### src/rtl/pwm_pkg.sv
// Shared constants, frame field positions and FSM states for the
// SPI-to-PWM configuration loader.
package pwm_pkg;

    localparam int FRAME_BITS_DEF = 16;
    localparam int DUTY_MAX_DEF   = 100;
    localparam int DATA_W         = 12;
    localparam int CNT_W          = 5;

    localparam int RW_BIT  = 15;
    localparam int SEL_BIT = 14;
    localparam int RSV_HI  = 13;
    localparam int RSV_LO  = 12;

    typedef enum logic [1:0] {
        ST_IDLE  = 2'd0,
        ST_SHIFT = 2'd1,
        ST_CHECK = 2'd2
    } state_t;

    function automatic logic [DATA_W-1:0] clamp_duty(
        input logic [DATA_W-1:0] d,
        input logic [DATA_W-1:0] mx
    );
        return (d > mx) ? mx : d;
    endfunction

endpackage

### src/rtl/sync2.sv
// Two-flop synchronizer for one asynchronous input bit.
// Resets low so a chip select held low across reset never looks like a fresh fall.
module sync2 (
    input  logic clk,
    input  logic rst,
    input  logic i_d,
    output logic o_q
);

    logic r_meta;
    logic r_q;

    always_ff @(posedge clk or posedge rst) begin
        if (rst) begin
            r_meta <= 1'b0;
            r_q    <= 1'b0;
        end else begin
            r_meta <= i_d;
            r_q    <= r_meta;
        end
    end

    assign o_q = r_q;

endmodule

### src/rtl/pwm_spi_loader.sv
// SPI slave that receives 16-bit configuration frames and forwards
// period/duty writes to a PWM generator, with shadow readback on MISO.
module pwm_spi_loader
    import pwm_pkg::*;
#(
    parameter int FRAME_BITS = FRAME_BITS_DEF,
    parameter int DUTY_MAX   = DUTY_MAX_DEF
) (
    input  logic              clk,
    input  logic              rst,
    input  logic              spi_sclk,
    input  logic              spi_cs_n,
    input  logic              spi_mosi,
    output logic              spi_miso,
    output logic [DATA_W-1:0] cfg_data,
    output logic              cfg_sel,
    output logic              cfg_wr_en,
    output logic              frame_err
);

    logic w_sclk;
    logic w_cs_n;
    logic w_mosi;

    sync2 u_sync_sclk (.clk(clk), .rst(rst), .i_d(spi_sclk), .o_q(w_sclk));
    sync2 u_sync_cs   (.clk(clk), .rst(rst), .i_d(spi_cs_n), .o_q(w_cs_n));
    sync2 u_sync_mosi (.clk(clk), .rst(rst), .i_d(spi_mosi), .o_q(w_mosi));

    logic r_sclk_d;
    logic r_cs_d;

    always_ff @(posedge clk or posedge rst) begin
        if (rst) begin
            r_sclk_d <= 1'b0;
            r_cs_d   <= 1'b0;
        end else begin
            r_sclk_d <= w_sclk;
            r_cs_d   <= w_cs_n;
        end
    end

    logic w_sclk_rise;
    logic w_sclk_fall;
    logic w_cs_fall;
    logic w_cs_rise;

    assign w_sclk_rise = w_sclk & ~r_sclk_d;
    assign w_sclk_fall = ~w_sclk & r_sclk_d;
    assign w_cs_fall   = ~w_cs_n & r_cs_d;
    assign w_cs_rise   = w_cs_n & ~r_cs_d;

    state_t r_state;
    state_t w_state_nx;

    always_ff @(posedge clk or posedge rst) begin
        if (rst) r_state <= ST_IDLE;
        else     r_state <= w_state_nx;
    end

    always_comb begin
        w_state_nx = r_state;
        unique case (r_state)
            ST_IDLE:  if (w_cs_fall) w_state_nx = ST_SHIFT;
            ST_SHIFT: if (w_cs_rise) w_state_nx = ST_CHECK;
            ST_CHECK: w_state_nx = w_cs_fall ? ST_SHIFT : ST_IDLE;
            default:  w_state_nx = ST_IDLE;
        endcase
    end

    logic [FRAME_BITS-1:0] r_sh;
    logic [FRAME_BITS-1:0] r_tx;
    logic [CNT_W-1:0]      r_cnt;
    logic [DATA_W-1:0]     r_sh_period;
    logic [DATA_W-1:0]     r_sh_duty;
    logic                  r_rd_sel;
    logic [DATA_W-1:0]     r_cfg_data;
    logic                  r_cfg_sel;
    logic                  r_wr_en;
    logic                  r_err;

    logic                  w_start;
    logic                  w_ok;
    logic [DATA_W-1:0]     w_val;
    logic [DATA_W-1:0]     w_shadow;

    // A CS fall seen during CHECK starts the next frame without a pass through IDLE.
    assign w_start  = w_cs_fall && (r_state == ST_IDLE || r_state == ST_CHECK);
    assign w_ok     = (r_cnt == CNT_W'(FRAME_BITS)) && (r_sh[RSV_HI:RSV_LO] == 2'b00);
    assign w_val    = r_sh[SEL_BIT] ? r_sh[DATA_W-1:0]
                    : clamp_duty(r_sh[DATA_W-1:0], DATA_W'(DUTY_MAX));
    assign w_shadow = r_rd_sel ? r_sh_period : r_sh_duty;

    always_ff @(posedge clk or posedge rst) begin
        if (rst) begin
            r_sh        <= '0;
            r_tx        <= '0;
            r_cnt       <= '0;
            r_sh_period <= '0;
            r_sh_duty   <= '0;
            r_rd_sel    <= 1'b0;
            r_cfg_data  <= '0;
            r_cfg_sel   <= 1'b0;
            r_wr_en     <= 1'b0;
            r_err       <= 1'b0;
        end else begin
            r_wr_en <= 1'b0;
            r_err   <= 1'b0;
            if (w_start) begin
                r_sh  <= '0;
                r_cnt <= '0;
                r_tx  <= {{(FRAME_BITS-DATA_W){1'b0}}, w_shadow};
            end else if (r_state == ST_SHIFT) begin
                if (w_sclk_rise) begin
                    r_sh <= {r_sh[FRAME_BITS-2:0], w_mosi};
                    if (r_cnt != CNT_W'(FRAME_BITS + 1))
                        r_cnt <= r_cnt + 1'b1;
                end
                if (w_sclk_fall)
                    r_tx <= {r_tx[FRAME_BITS-2:0], 1'b0};
            end
            if (r_state == ST_CHECK) begin
                if (!w_ok) begin
                    r_err <= 1'b1;
                end else if (r_sh[RW_BIT]) begin
                    r_wr_en    <= 1'b1;
                    r_cfg_data <= w_val;
                    r_cfg_sel  <= r_sh[SEL_BIT];
                    if (r_sh[SEL_BIT]) r_sh_period <= w_val;
                    else               r_sh_duty   <= w_val;
                end else begin
                    r_rd_sel <= r_sh[SEL_BIT];
                end
            end
        end
    end

    assign spi_miso  = r_tx[FRAME_BITS-1];
    assign cfg_data  = r_cfg_data;
    assign cfg_sel   = r_cfg_sel;
    assign cfg_wr_en = r_wr_en;
    assign frame_err = r_err;

endmodule

### config.mk
export PLATFORM = sky130hd
export DESIGN_NAME = pwm_spi_loader
export DESIGN_NICKNAME = d
export VERILOG_FILES = /design/src/rtl/pwm_pkg.sv /design/src/rtl/sync2.sv /design/src/rtl/pwm_spi_loader.sv
export SDC_FILE = /design/constraint.sdc
export NUM_CORES = 1
export LEC_CHECK = 0
export CAP_MARGIN = 20
export CORE_MARGIN = 2
export CORE_UTILIZATION = 35
export CTS_CLUSTER_SIZE = 10
export DETAILED_ROUTE_END_ITERATION = 16
export HOLD_SLACK_MARGIN = 0.06
export SLEW_MARGIN = 20
export SYNTH_ARGS = -nofsm -noshare
export SYNTH_HDL_FRONTEND = slang
export SYNTH_SLANG_ARGS = --single-unit
### constraint.sdc
create_clock -name clk -period 4.4 [get_ports clk]
set_clock_uncertainty 0.05 [all_clocks]
set_input_delay 0.88 -clock clk [delete_from_list [all_inputs] [get_ports clk]]
set_output_delay 0.88 -clock clk [all_outputs]
set_load 0.02 [all_outputs]
==> impl_metrics.tcl, run 1 <==
set metrics [dict create \
    dpl.hpwl_um 4900 \
    fin_nets 369 \
    arrival_ns 2.55 \
    total_power_uw 1681 \
    synth_flop_cell "dfrtp_1" \
    antenna_cells 0 \
    cts_tree "yes" \
    rsz0062_at_grt "no" \
    synth-seq-cells 87 \
    antenna_found_initial 0 \
    netlist.area_leader.share_pct 58.76 \
    cts_setup_buffers 0 \
    endpoint_kind "register" \
    power_density_nw_per_um2 397.8 \
    synth_edf_count 0 \
    p_leak_uw 0.001966 \
    cts-root-buf "clkbuf_8" \
    final_area_um2 4227 \
    syn_avg_cell_area_um2 10.71 \
    max_freq_mhz 425.5 \
    yosys-top-cells-area "dfrtp_1, nand2_1, nor2b_1" \
    vias 2448 \
    netlist_instances 346 \
    synth_area_leader_cell "dfrtp_1" \
    path_max_fanout 14 \
    n_fill_cell 1000 \
    yosys_warnings 0 \
    routabilityCongestion 0.7760 \
    rows 37 \
    path_clk_slew_ns 0.09 \
    fin_crit_sh_pct 53.41 \
    routed_wirelength_um 7309 \
    drc 0 \
    synthesis.nets 354 \
    critPathRequiredTime_ns 4.60 \
    dieWidth_um 106.9 \
    cts_hold_buffers 0 \
    critical_path_class "register to register" \
    drt_pre_antenna_iters 4 \
    fin_crit_ns 2.350 \
    clock-sinks 87 \
    port_buffers 20 \
    insertion_delay_ns 0.35 \
    hold_class "register to register" \
    status "completed" \
    detail_route.wl_per_cell_um 14.59 \
    syn2layout_area_growth_pct 14.08 \
    initial_core_util_pct 35.89 \
    die-area_um2 11420 \
    finalSetupViolCount 0 \
    pin_count 21 \
    fin_util_pct 40.94 \
    drtAntennaViolNets 0 \
    first_global_vias 2577 \
    cts_max_level 3 \
    slew_headroom_pct 37.47 \
    die_height_um 106.9 \
    final_layout_size_suffix_gt1_share_pct 10.68 \
    ys_seq_area_share_pct 58.76 \
    drtIter0Drc 123 \
    finalHoldViolCount 0 \
    grtUsageTotal_pct 14.41 \
    synthArstFlopShare_pct 100.0 \
    via_per_inst 4.886 \
    synth_area_um2 3705 \
    dpl_cell_area_um2 4015 \
    cts_resized 0 \
    grt.overflow.total 0 \
    ys_types 47 \
    vdd_ir_drop_max_uv 188.7 \
    setup-tns-final_ns 0 \
    core_region_area_um2 10320 \
    cap_violations 0 \
    grt_max_degree 40 \
    worst_pin_slew_ns 0.9379 \
    grt_pass1_wl_um 13120 \
    critical_path.startpoint_type "register" \
    final_max_slew_viol_count 0 \
    clock_path_buffers 2 \
    cts_buffers 9 \
]
## where the power goes
part / internal [µW] / leakage [µW] / switching, µW / total [µW]
clock: 318 / 0.0000986 / 281 / 599
sequential: 857 / 0.00117 / 47.4 / 905
combinational: 73.0 / 0.000696 / 105 / 178
total: 1250 / 0.00197 / 433 / 1680
## metrics by stage
stage	instances	setup WS [ns]	hold slack [ns]
floorplan	346	1.220	0.2812
global placement	486	2.104	0.2858
detailed placement	486	2.037	0.2928
CTS	501	2.032	0.3134
global route	501	1.886	0.3262
finish	501	2.050	0.3093
## synthesized netlist by cell type, types with 2 or more instances
cell type and number:
xor2_1 2, mux2_1 3, a21bo_1 5, clkbuf_1 15
dfrtp_1 87, a22o_1 4, a21oi_1 23, nor2b_1 23
nand3_1 6, nor3_1 2, buf_6 2, ha_1 3
a31oi_1 11, inv_1 6, mux2_4 5, a21o_1 3
nand2_1 81, mux2i_1 3, a211oi_1 12, nor2_2 3
o21ai_1 6, nand4_1 3, nor3b_2 2, a21oi_2 3
nor2_1 11
## cells in the final DEF, fill, tap and decap left out, types with 3 or more instances in the layout
cell type	netlist	layout
a22o_1	4	4
nand2_1	81	81
mux2_1	3	3
a21bo_1	5	5
o21ai_1	6	6
clkdlybuf4s50_1	0	20
nor2_2	3	3
nor2b_1	23	23
nand4_1	3	3
a31oi_1	11	11
ha_1	3	3
a211oi_1	12	12
mux2i_1	3	3
a21oi_1	23	23
buf_4	1	3
nand3_1	6	6
dfrtp_1	87	87
a21o_1	3	3
nor2_1	11	11
clkbuf_8	0	9
mux2_4	5	5
inv_1	6	5
a21oi_2	3	3
## logic make-up after synthesis
| family | count (synthesis) | share of synthesized area [%] |
|---|---|---|
| muxes | 11 | 3.749 |
| buffers and inverters | 26 | 3.141 |
| xor gates and xnor gates | 3 | 0.7093 |
| AOI/OAI and AO/OA | 69 | 12.26 |
| DFF | 87 | 58.76 |
| and+or+nand+nor | 147 | 20.37 |
| adders and majority gates | 3 | 1.013 |
## worst paths after layout
check	start	to	slack (ns)	cells past startpoint
setup / recovery	r_cnt[0]	r_sh_duty[3]	2.05	6
hold reg to reg	u_sync_mosi.r_meta	u_sync_mosi.o_q	0.31	0
setup reg to reg	r_cnt[0]	r_sh_duty[3]	2.05	6
hold / removal	u_sync_mosi.r_meta	u_sync_mosi.o_q	0.31	0
max in group asynchronous	rst	r_sh_duty[5]	2.59	3
min in group asynchronous	rst	u_sync_sclk.r_meta	0.89	2
## flip-flops by register name, summed over array words and instances, names as in the netlist, 2 cells and up
register     flops
r_sh            16
r_tx            16
cfg_data        12
r_sh_duty       12
r_sh_period     12
r_cnt            5
r_state          2
## routing by layer
metal  part of all wire [%]  track usage (%)
met4                    1.4            5.009
met2                     46            22.47
met1                     51            20.63
met3                    1.6            2.067
met5                      0                0
## layout make-up
cell class / instances / area (µm²) / area share, %
well taps: 136 / 170.2 / 4.026
clock buffers: 10 / 127.6 / 3.020
inverters: 7 / 27.53 / 0.6513
clock inverters: 5 / 83.83 / 1.983
multi-input cells: 233 / 1418 / 33.54
flip-flops and latches: 87 / 2177 / 51.51
repair buffers: 23 / 222.7 / 5.269
## critical path: stages, from the launching register on
cell and delay [ns]:
dfrtp_1 0.44, inv_1 0.09, ha_1 0.16, or4b_4 0.49, nor4_4 0.73, nor2b_1 0.11
a21o_1 0.19
Note: power is estimated with default switching activity, not from simulation.
==> run 2, diff against run 1 <==
Clock period 4.4 ns to 2 ns, I/O delays scaled along.
==> run 2 against run 1 <==
  * Die area did not move
  * Design area grew 4.4%
  * Register-to-register slack got worse by 2.0 ns
==> impl_metrics.tcl, run 2 (synthesized netlist as in run 1, its figures left out) <==
set metrics [dict create \
    status "completed" \
    drt_pre_antenna_iters 4 \
    critical_path_class "register to register" \
    final_cells 517 \
    path_max_fanout 6 \
    detail_route.wl_per_cell_um 14.36 \
    cts_tree "yes" \
    critical_path.startpoint_type "register" \
    p_clk_share_pct 38.1 \
    reg.largest.list "r_sh (16), r_tx (16)" \
    finalHoldViolCount 0 \
    path_clk_slew_ns 0.09 \
    initial_core_util_pct 35.89 \
    port_buffers 20 \
    fin_util_pct 42.73 \
    hold_class "register to register" \
    vias 2528 \
    die-area_um2 11420 \
    grt_max_degree 50 \
    arrival_ns 2.17 \
    routabilityCongestion 0.7522 \
    dieWidth_um 106.9 \
    endpoint_kind "register" \
    slew_headroom_pct 52.36 \
    grt.overflow.total 0 \
    grt_pass1_wl_um 12560 \
    drtIter0Drc 147 \
    final_layout_size_suffix_gt1_share_pct 14.70 \
    first_global_vias 2492 \
    drtAntennaViolNets 0 \
    rsz0062_at_grt "yes" \
    fin_crit_sh_pct 96.62 \
    power_density_nw_per_um2 888.2 \
    p_seq_share_pct 50.3 \
    final_area_um2 4412 \
    antenna_found_initial 0 \
    via_per_inst 4.890 \
    fin_nets 384 \
    swShare_pct 24.53 \
    final_cell_mix "dfrtp_1, nand2_1, nor2b_1, a21oi_1, clkdlybuf4s50_1" \
    max_freq_mhz 517.5 \
    cts_buffers 9 \
    total_power_uw 3919 \
    p_leak_uw 0.002081 \
    dpl.cell_count 499 \
    grtUsageTotal_pct 14.01 \
    core_region_area_um2 10320 \
    pin_count 21 \
    dpl_cell_area_um2 4140 \
    dpl.hpwl_um 4953 \
    rows 37 \
    critPathRequiredTime_ns 2.23 \
    cts_hold_buffers 0 \
    insertion_delay_ns 0.36 \
    power.internal_uw 2957 \
    syn2layout_area_growth_pct 19.08 \
    worst_pin_slew_ns 0.7146 \
    fin_crit_ns 1.932 \
    die_height_um 106.9 \
    switchingPower_uw 961.2 \
    vdd_ir_drop_max_uv 387.6 \
    clock_path_buffers 2 \
    final_max_slew_viol_count 0 \
    cap_violations 0 \
    final_common_cell "dfrtp_1" \
    cts_max_level 3 \
    routed_wirelength_um 7426 \
    antenna_cells 0 \
    cts-root-buf "clkbuf_8" \
    drc 0 \
    finalSetupViolCount 0 \
    p_comb_share_pct 11.6 \
    n_fill_cell 963 \
    clock-sinks 87 \
]
==> run 2: cell count changes in the layout (fill, tap and decap cells not counted) <==
cell	delta
buf_12	+2
and4_2	+1
buf_4	+12
nand2_4	+1
clkbuf_8	+1
clkinvlp_4	+1
and4_1	-1
buf_6	+1
nand2_2	-1
clkinv_4	-1
clkinv_2	-1
bufinv_16	+1
==> run 2: final cells by class <==
| class | instances | area [µm²] | share of cell area, % |
|---|---|---|---|
| inverter | 7 | 30.03 | 0.6807 |
| tap | 136 | 170.2 | 3.857 |
| timing repair buffer | 38 | 364.1 | 8.253 |
| clock buffer | 11 | 141.4 | 3.205 |
| sequential | 87 | 2177 | 49.35 |
| clock inverter | 5 | 105.1 | 2.382 |
| multi-input combinational | 233 | 1424 | 32.27 |
==> run 2: final timing paths <==
check,cells past startpoint,slack [ns],endpoint,startpoint
max in group asynchronous,3,1.21,r_sh_duty[2],rst
max reg2reg,8,0.07,r_sh_duty[6],r_cnt[1]
max,8,0.07,r_sh_duty[6],r_cnt[1]
min,0,0.31,u_sync_cs.o_q,u_sync_cs.r_meta
min in group asynchronous,3,0.43,r_cs_d,rst
min reg2reg,0,0.31,u_sync_cs.o_q,u_sync_cs.r_meta
==> run 2: worst max-delay path, stage by stage, from the launching register on <==
cell and delay, ns:
dfrtp_1 0.39, inv_1 0.08, ha_1 0.17, or4b_4 0.48, nor4_4 0.25, buf_6 0.16
buf_4 0.14, nor2_2 0.04, a21oi_2 0.09
==> run 2: through the flow <==
stage	hold WS [ns]	setup WS, ns	TNS [ns]
2_1_floorplan	0.2812	0.03746	0
4_1_cts	0.3109	0.01518	0
5_1_grt	0.3154	-0.008831	-0.008831
3_3_place_gp	0.2864	0.06263	0
3_5_place_dp	0.2913	0.02038	0
6_report	0.3070	0.06765	0
==> run 2: per-layer routing <==
layer / part of all wire (%) / GRT usage, % / vias up / wire [µm]
li1: - / - / 1238 / -
met1: 50 / 20.02 / 1249 / 3707
met2: 46 / 21.11 / 34 / 3412
met3: 2.9 / 3.161 / 7 / 213
met4: 1.3 / 4.731 / 0 / 93
met5: 0 / 0 / - / 0
==> run 2: repair_timing <==
action | in CTS | in global routing
setup endpoints to repair | 4 | 9
setup buffers | 0 | 2
resized for setup | 1 | 2
==> run 2: power groups by stage <==
stage          Sequential [µW]  Clock [µW]  Combinational [µW]
2_1_floorplan             1990           0                 311
5_1_grt                   1990        1600                 510
6_report                  1970        1490                 454
3_3_place_gp              2000           0                 451
3_5_place_dp              2010           0                 460
4_1_cts                   1970        1530                 461
==> run 3, diff against run 2 <==
Settings changed: CORE_ASPECT_RATIO set to 0.7, PLACE_DENSITY_LB_ADDON set to 0.25.
==> run 3 against run 2 <==
  * Die area up 0.11%
  * Critical endpoint is now r_sh_duty[1]
  * Register-to-register slack better by 0.05 ns
  * Sequential power hardly changed
  * Power is 12% higher
  * Critical path type unchanged
  * Via count rose by 0.71%
  * Largest power group unchanged
  * Utilization grew 0.83 points
  * Sequential cell count unchanged
==> impl_metrics.tcl, run 3 (synthesized netlist as in run 1, its figures left out) <==
set metrics [dict create \
    clock_path_buffers 2 \
    fin_crit_sh_pct 94.31 \
    grt.overflow.total 0 \
    slew_headroom_pct 48.93 \
    p_comb_share_pct 10.6 \
    die_height_um 90.08 \
    critical_path.startpoint_type "register" \
    power_density_nw_per_um2 974.6 \
    routabilityCongestion 0.7836 \
    core_region_area_um2 10320 \
    final_common_cell "dfrtp_1" \
    syn2layout_area_growth_pct 21.31 \
    arrival_ns 2.06 \
    max_freq_mhz 530.2 \
    dpl_cell_area_um2 4143 \
    antenna_cells 0 \
    path_max_fanout 14 \
    p_clk_share_pct 44.2 \
    rows 31 \
    vdd_ir_drop_max_uv 463.0 \
    initial_core_util_pct 35.91 \
    path_clk_slew_ns 0.06 \
    hold_class "register to register" \
    drt_pre_antenna_iters 5 \
    power.internal_uw 3380 \
    port_buffers 20 \
    pin_count 21 \
    via_per_inst 4.982 \
    fin_nets 383 \
    swShare_pct 22.84 \
    insertion_delay_ns 0.34 \
    worst_pin_slew_ns 0.7660 \
    fin_crit_ns 1.886 \
    first_global_vias 2579 \
    detail_route.wl_per_cell_um 15.29 \
    reg.largest.list "r_sh (16), r_tx (16)" \
    cts_setup_buffers 0 \
    cts_hold_buffers 0 \
    critPathRequiredTime_ns 2.18 \
    drtAntennaViolNets 0 \
    dpl.hpwl_um 5056 \
    final_cell_mix "dfrtp_1, nand2_1, nor2b_1, a21oi_1, clkdlybuf4s50_1" \
    antenna_found_initial 0 \
    grtUsageTotal_pct 14.93 \
    dieWidth_um 127.0 \
    vias 2546 \
    die-area_um2 11440 \
    p_seq_share_pct 45.1 \
    cap_violations 0 \
    cts-root-buf "clkbuf_16" \
    finalSetupViolCount 0 \
    grt_pass1_wl_um 13500 \
    drtIter0Drc 193 \
    cts_max_level 3 \
    setup-tns-final_ns 0 \
    cts_buffers 9 \
    final_max_slew_viol_count 0 \
    final_area_um2 4494 \
    routed_wirelength_um 7813 \
    rsz0062_at_grt "no" \
    grt_max_degree 88 \
    final_layout_size_suffix_gt1_share_pct 14.25 \
    finalHoldViolCount 0 \
    cts_tree "yes" \
    endpoint_kind "register" \
    status "completed" \
    critical_path_class "register to register" \
    p_leak_uw 0.002114 \
    drc 0 \
    cts_resized 0 \
    switchingPower_uw 1000 \
    clock-sinks 87 \
]
-- run 3: metal layers --
metal,global-route usage (%),up-vias,share of wire [%]
met5,0,-,0
met4,3.114,0,0.47
met3,5.536,6,4.9
met2,19.49,48,39
met1,23.26,1252,55
li1,-,1240,-
-- run 3: critical path, stage by stage (launching register included) --
cell and delay, ns:
dfrtp_1 0.43, or4bb_1 0.60, nor4_4 0.30, buf_12 0.19, nor2b_1 0.05, a21o_1 0.15
-- run 3: worst paths after layout --
kind | startpoint | end | slack (ns) | depth (start not counted)
worst max-delay path | r_state[0] | r_sh_duty[1] | 0.11 | 5
worst min-delay path | u_sync_cs.r_meta | u_sync_cs.o_q | 0.30 | 0
worst max register to register | r_state[0] | r_sh_duty[1] | 0.11 | 5
worst min register to register | u_sync_cs.r_meta | u_sync_cs.o_q | 0.30 | 0
max in group asynchronous | rst | u_sync_mosi.r_meta | 1.04 | 3
min in group asynchronous | rst | u_sync_cs.r_meta | 0.49 | 3
-- run 3: layout make-up --
class / count / area (µm²)
clock buffer: 12 / 256.5
clock inverter: 3 / 90.09
fill: 982 / 5823
inverter: 7 / 30.03
multi-input combinational: 233 / 1423
sequential: 87 / 2177
tap: 132 / 165.2
timing repair buffer: 37 / 352.8
-- run 3: through the flow --
stage	cells	total power (µW)	setup slack [ns]	hold WS, ns	utilization (%)
floorplan	346	2304	0.03746	0.2812	-
global placement	496	2457	0.1077	0.2862	40.15
detailed placement	496	2473	0.05978	0.2858	40.15
CTS	511	4427	0.03582	0.2987	43.51
global route	511	4581	0.01106	0.3066	43.56
finish	511	4380	0.1138	0.2972	43.56
-- run 3: power groups by stage --
stage               clock, µW  sequential (µW)  combinational, µW
floorplan                   0             1990                311
global placement            0             2000                453
detailed placement          0             2010                466
CTS                      1980             1980                468
global route             2060             1990                526
finish                   1940             1980                466
